<file path="src/rtl/xor_arbiter.sv">
// xor_arbiter: four requesters share one registered XOR datapath.
// A round-robin pick in IDLE latches the winner's operands and pulses gnt
// (EXEC), and then the result is held in RESULT until the consumer takes it.
// Optional feature: define XOR_ARB_PARITY_EN to add the y_par output, which is
// the registered XOR-reduction of y.
module xor_arbiter #(
    parameter int W = 8
) (
    input  logic           clk,
    input  logic           rst,
    input  logic [3:0]     req,
    input  logic [4*W-1:0] a_in,
    input  logic [4*W-1:0] b_in,
    output logic [3:0]     gnt,
    output logic [W-1:0]   y,
    output logic           y_valid,
    output logic [1:0]     y_id,
    input  logic           y_ready
`ifdef XOR_ARB_PARITY_EN
    ,
    output logic           y_par
`endif
);

    localparam logic [1:0] IDLE   = 2'd0;
    localparam logic [1:0] EXEC   = 2'd1;
    localparam logic [1:0] RESULT = 2'd2;

    logic [1:0]   state;
    logic [1:0]   ptr;
    logic [1:0]   win;
    logic [W-1:0] a_lat;
    logic [W-1:0] b_lat;

    logic [W-1:0] a_arr [4];
    logic [W-1:0] b_arr [4];
    logic         found;
    logic [1:0]   pick;
    logic [1:0]   idx;

    // Split the flat operand buses into per-requester slices.
    always_comb begin
        for (int unsigned i = 0; i < 4; i++) begin
            a_arr[i] = a_in[i*W +: W];
            b_arr[i] = b_in[i*W +: W];
        end
    end

    // Round-robin search: the first set req bit starting at ptr, wrapping 3 to 0.
    always_comb begin
        found = 1'b0;
        pick  = '0;
        idx   = '0;
        for (int unsigned i = 0; i < 4; i++) begin
            idx = ptr + 2'(i);
            if (!found && req[idx]) begin
                found = 1'b1;
                pick  = idx;
            end
        end
    end

    // FSM and datapath registers. y and y_id keep their values after a transfer.
    always_ff @(posedge clk) begin
        if (rst) begin
            state   <= IDLE;
            ptr     <= '0;
            win     <= '0;
            a_lat   <= '0;
            b_lat   <= '0;
            gnt     <= '0;
            y       <= '0;
            y_id    <= '0;
            y_valid <= 1'b0;
        end else begin
            case (state)
                IDLE: begin
                    if (found) begin
                        a_lat <= a_arr[pick];
                        b_lat <= b_arr[pick];
                        win   <= pick;
                        gnt   <= 4'b0001 << pick;
                        state <= EXEC;
                    end
                end
                EXEC: begin
                    y       <= a_lat ^ b_lat;
                    y_id    <= win;
                    y_valid <= 1'b1;
                    gnt     <= '0;
                    state   <= RESULT;
                end
                RESULT: begin
                    if (y_ready) begin
                        y_valid <= 1'b0;
                        ptr     <= win + 2'd1;
                        state   <= IDLE;
                    end
                end
                default: begin
                    gnt     <= '0;
                    y_valid <= 1'b0;
                    state   <= IDLE;
                end
            endcase
        end
    end

`ifdef XOR_ARB_PARITY_EN
    // The parity register loads on the same edge as y, so it holds whenever y holds.
    always_ff @(posedge clk) begin
        if (rst) begin
            y_par <= 1'b0;
        end else if (state == EXEC) begin
            y_par <= ^(a_lat ^ b_lat);
        end
    end
`endif

endmodule
</file>
<file path="config.mk">
export PLATFORM = sky130hd
export DESIGN_NAME = xor_arbiter
export DESIGN_NICKNAME = d
export VERILOG_FILES = /design/src/rtl/xor_arbiter.sv
export SDC_FILE = /design/constraint.sdc
export NUM_CORES = 1
export LEC_CHECK = 0
export ABC_CLOCK_PERIOD_IN_PS = 1680
export CAP_MARGIN = 5
export CORE_MARGIN = 5
export CORE_UTILIZATION = 38
export CTS_CLUSTER_DIAMETER = 150
export DETAILED_ROUTE_END_ITERATION = 10
export PLACE_DENSITY = 0.85
export SYNTH_ARGS = -nofsm -noshare
export SYNTH_HDL_FRONTEND = slang
export SYNTH_SLANG_ARGS = --single-unit
</file>
<file path="constraint.sdc">
create_clock -name clk -period 1.68 [get_ports clk]
set_input_delay 0.336 -clock clk [delete_from_list [all_inputs] [get_ports clk]]
set_output_delay 0.336 -clock clk [all_outputs]
set_load 0.01 [all_outputs]
</file>
* Word level (Yosys, flattened, before mapping) *
Cells that the tools add are included.

word-level totals
  register bits = 37
  input bits = 71
  output and inout bits = 15
  logic and storage cells = 68

cells by class
  $add $sub $neg = 4
  $lt $le $gt $ge = 5
  equal/unequal tests = 4
  shift operators = 1
  mux-type cells = 29
  bitwise logic cells = 4
  reduce and logical (&&, ||, !) cells = 12

operator list
  operator                                                                count
  8-bit binary-select mux with 2-bit select                               2
  8-bit 2-to-1 mux                                                        4
  2-bit by 3-bit < comparator with 1-bit output (second input constant)   4
  2-bit 2-to-1 mux                                                        6
  2-bit AND reduction                                                     5
  1-bit 2-to-1 mux                                                        9
  1-bit binary-select mux with 2-bit select                               4
  4-bit case mux with 2 select lines                                      1
  8-bit bitwise XOR                                                       1
  2-bit case mux with 3 select lines                                      1
  2-bit by 1-bit adder with 2-bit output (second input constant)          2
  2-bit adder (second input constant)                                     2
  4-bit 2-to-1 mux                                                        1
  2-bit inequality test (second input constant)                           2
  1-bit by 2-bit left shift with 4-bit output (first input constant)      1
  3-bit greater-or-equal comparator (second input constant)               1
  1-bit logical AND                                                       3
  1-bit zero test                                                         3
  2-bit NOT with 3-bit output                                             1
  1-bit case mux with 3 select lines                                      1
  2-bit by 1-bit equality test with 1-bit output (second input constant)  1
  2-bit equality test (second input constant)                             1
  2-bit zero test                                                         1
  1-bit NOT                                                               2

* Depth between registers and ports, before layout *
  depth in word-level cells = 16
  depth in mapped cells = 8
  depth with buffers taken out = 5

* Worst setup path after synthesis *
OpenSTA, ideal clock, no wires.

  path type = input -> register
  from = in rst
  to = reg a_lat[1]
  library setup time = 79 ps
  arrival time = 1627 ps
  data required time = 1601 ps
  slack = -26 ps
  cell stages on the path = 7
  path buffers = 3
  cell sequence = buf_6 -> or2_4 -> or3_1 -> buf_6 -> buf_6 -> a211o_1 -> o211ai_1

RTL lines
  element                 line  text
  start: declaration      10    input logic rst,
  end signal: assignment  79    a_lat <= a_arr[pick];
  end: declaration        32    logic [W-1:0] a_lat;

* Final worst setup path *
  from = reg ptr[1]
  to = reg a_lat[5]

on the way
  word-level cells in the longest chain between the ends = 16
  elaborated cells between the ends (all ways) = 30
  those cells by class = add/sub (3); mux (19); bitwise (1); reduce/logical (7)

RTL lines
  element                                                                          line  text
  start: declaration                                                               30    logic [1:0] ptr;
  start signal: assignment                                                         96    ptr <= win + 2'd1;
  branches (longest 16 deep; another with 2-bit by 1-bit adder with 2-bit output)  -

Parallel ways; which one is timed is not known. The select of a mux whose other input is x is not followed.
A chain may end at the register's enable or synchronous reset.

==> results.txt <==
Deepest level of the CTS H-tree - 2
Via density per instance - 5.482
Grt total ovfl - 0
Synthesized net count - 306
Post-Route Hold Slack - 0.4591 ns
Clock-pin slew on the worst setup and hold paths - 0.08 ns
Clock period minus final worst setup slack - 1.667 ns
Outcome - finished, final reports clean
Internal Power - 1718 uW
Count of cell instances traversed by the critical path - 7
Via count - 2253
Placed instance count - 398
Maximum count of clock buffers along a single path - 2
TritonCTS clock tree - built
Classification of the worst-slack hold path - register to register
Routability congestion estimate - 0.7931
Effective utilization at floorplan - 39.48%
Half-perimeter wire length after placement - 5000 um
Total CTS buffers - 5
Accumulated negative setup slack - 0 ns
Clock share of power - 24.8%
Number of antenna repair diodes - 0
Num Clock Sinks - 37
Flip-flop and latch count after synthesis - 37
Most area-consuming cells after synthesis - sky130_fd_sc_hd__dfxtp_1 36%, sky130_fd_sc_hd__mux2i_1 9.4%, sky130_fd_sc_hd__a211o_1 6.9%, sky130_fd_sc_hd__o211ai_1 5.2%, sky130_fd_sc_hd__nand3_1 4.9%
Cell type contributing the most total cell area after synthesis - sky130_fd_sc_hd__dfxtp_1
Type of the setup path with the least slack - register to register
Startpoint types - register
Final hold violations - 0
Die outline area - 6902 um2
Share of cells above drive strength 1 - 17.89%
Biggest cell delay along the critical path - 0.40 ns
Switching power - 771.8 uW
Total power per unit cell area - 745.5 nW/um2
Combinational fraction of design power - 33.5%
Placement row count - 26
Via count of the first global-routing pass - 2347
Cell breakdown of the critical path - mux2i_2 -> buf_4 -> o22ai_4 -> buf_6 -> o21ai_0 -> a211o_1 -> o211ai_1
Average instance area after synthesis - 8.636 um2
Horizontal die dimension - 83.08 um
Overall global routing resource usage - 19.16%
Achievable Freq - 599.9 MHz
Relative contribution of sequential cells to total power - 41.7%
Fraction of the cycle the final worst path needs - 99.22%
Die height - 83.08 um
Net total in the final layout - 411
Core area - 5140 um2
Gate count after technology mapping - 235
Port bufs - 85
DRT Pass-1 Iters - 5
Pin slew with the least headroom to its limit - 0.3195 ns
Number of top-level pins - 86
Share of synthesized area occupied by flip-flops and latches - 36.50%
Clock tree root buffer cell - sky130_fd_sc_hd__clkbuf_8
Max-slew violation total from the final report - 0
Switching power share of the total - 31.00%
Maximum number of pins on one net before global-route repair - 18
Number of hold-repair buffers added at the cts stage - 0
Signed area change from the synthesized netlist to the final layout - 64.55%
Arr. time, crit path - 1.85 ns
Final Non-Filler Cells - 411
Area share of the largest cell type after synthesis - 36.50%
Final setup margin - 0.01317 ns
RSZ-0062 raised after global routing - true
Wire length of the first global-routing pass - 11010 um
Drt total wl - 7204 um
Routed Antenna Nets - 0
Max_cap viols - 0
Insertion delay of the later-clocked pin in the worst-skew pair - 0.30 ns
Detailed-route DRC error count - 0
Cell variety after synth - 32
Cell with the largest stage delay on the worst path - sky130_fd_sc_hd__dfxtp_4
Initial antenna violation count - 0
Fraction of the core area covered by cells at the end of the flow - 64.97%
Avg WL per Cell - 17.53 um
Worst Path Max Fanout - 8
Number of failing setup endpoints in the final timing report - 0
Worst max-slew margin expressed relative to the limit - 78.54%
Static leakage - 0.001256 uW
Endpoint kind of the worst setup timing path - register
Worst path top cell family by delay - compound AO/OA/AOI/OAI gates
Worst r2r path cells - 7
CP required - 1.86 ns
Number of cells on the worst hold path - 2
Synthesis Warnings - 0
Drt first-iter violations - 127
Max VDD drop - 0.3585 mV
Layout Skew - 0.007477 ns
Synth Cell Area - 2029 um2
Crit path buf inv count - 2
Setup slack at placement - -0.4367 ns
## state kept, by name (all words and copies together), names as in the netlist
| register | cells |
|---|---|
| a_lat | 8 |
| b_lat | 8 |
| y | 8 |
| gnt | 4 |
| ptr | 2 |
| state | 2 |
| win | 2 |
| y_id | 2 |
| y_valid | 1 |
## power groups by stage
| stage | clock network (uW) | logic (uW) | registers (uW) |
|---|---|---|---|
| 6_report | 618 | 834 | 1040 |
| 2_1_floorplan | 0 | 366 | 1060 |
| 3_3_place_gp | 0 | 727 | 1050 |
| 4_1_cts | 620 | 788 | 1040 |
| 3_5_place_dp | 0 | 744 | 1060 |
| 5_1_grt | 661 | 893 | 1050 |
## cell families after synthesis
group | count (synthesis) | synth area share (%)
and+or+nand+nor | 75 | 18.00
DFF | 37 | 36.50
xor gates and xnor gates | 9 | 3.884
muxes | 19 | 9.371
AOI/OAI and AO/OA | 75 | 26.26
buffers and inverters | 20 | 5.979
## worst min-delay path: cells and delay by family (launching register included)
| kind | cells | cell delay [ns] |
|---|---|---|
| DFF | 1 | 0.32 |
| and+or+nand+nor | 1 | 0.05 |
| AOI/OAI and AO/OA | 1 | 0.05 |
## routing by layer
layer	wire length [um]	up-vias	global-route usage (%)
met1	2816	1046	22.44
met4	210	0	6.835
met3	512	23	3.960
li1	-	1072	-
met2	3664	112	34.26
met5	0	-	0
## cell type report
| cell class | count | area [um2] |
|---|---|---|
| clock buffer | 5 | 68.82 |
| clock inverter | 3 | 17.52 |
| fill | 438 | 1800 |
| inverter | 2 | 12.51 |
| multi-input combinational | 179 | 1261 |
| sequential | 37 | 744.5 |
| tap | 70 | 87.58 |
| timing repair buffer | 115 | 1147 |
## what timing repair did
action | CTS | global route
setup buffers | 2 | 0
gates resized for setup | 18 | 19
pin swaps | 4 | 6
gates cloned | 1 | 2
setup endpoints to repair | 20 | 20
## path summary, 6_finish.rpt
check        startpoint  endpoint  slack [ns]
max              ptr[1]  a_lat[5]        0.01
min              gnt[0]    gnt[0]        0.46
max reg2reg      ptr[1]  a_lat[5]        0.01
min reg2reg      gnt[0]    gnt[0]        0.46
## cell usage in the layout, fill, tap and decap left out, drive strengths merged, types with 2 or more instances in the layout
| cell type | netlist | layout |
|---|---|---|
| clkdlybuf4s50 | 0 | 80 |
| dfxtp | 37 | 37 |
| buf | 10 | 29 |
| nand2 | 24 | 25 |
| nand3 | 20 | 20 |
| nor2 | 20 | 20 |
| mux2i | 19 | 19 |
| o21ai | 18 | 18 |
| a211o | 16 | 16 |
| o211ai | 16 | 16 |
| a21oi | 11 | 11 |
| xnor2 | 9 | 9 |
| a211oi | 8 | 8 |
| clkbuf | 8 | 6 |
| clkinv | 1 | 3 |
| o22ai | 2 | 2 |
| nor2b | 2 | 2 |
| nor3 | 2 | 2 |
| dlymetal6s2s | 0 | 2 |
| dlygate4sd2 | 0 | 2 |
| or2 | 2 | 2 |
| o22a | 2 | 2 |
## stage by stage
stage	power, uW	area [um2]
2_1_floorplan	1427	2037
3_3_place_gp	1780	3067
3_5_place_dp	1801	3067
4_1_cts	2445	3251
5_1_grt	2604	3339
6_report	2490	3339
## synthesized netlist by cell type, drive strengths merged
cell,number
xnor2,9
nand3b,1
nor2b,2
inv,1
nand2,24
o21ai,18
o22ai,2
clkbuf,8
a21oi,11
nand3,20
or3,1
nor3,2
o22a,2
o211ai,16
or2,2
clkinv,1
a21boi,1
a211oi,8
buf,10
nor4,1
nor3b,1
or3b,1
a211o,16
o21a,1
dfxtp,37
mux2i,19
nor2,20
Note: power is estimated with default switching activity, not from simulation.
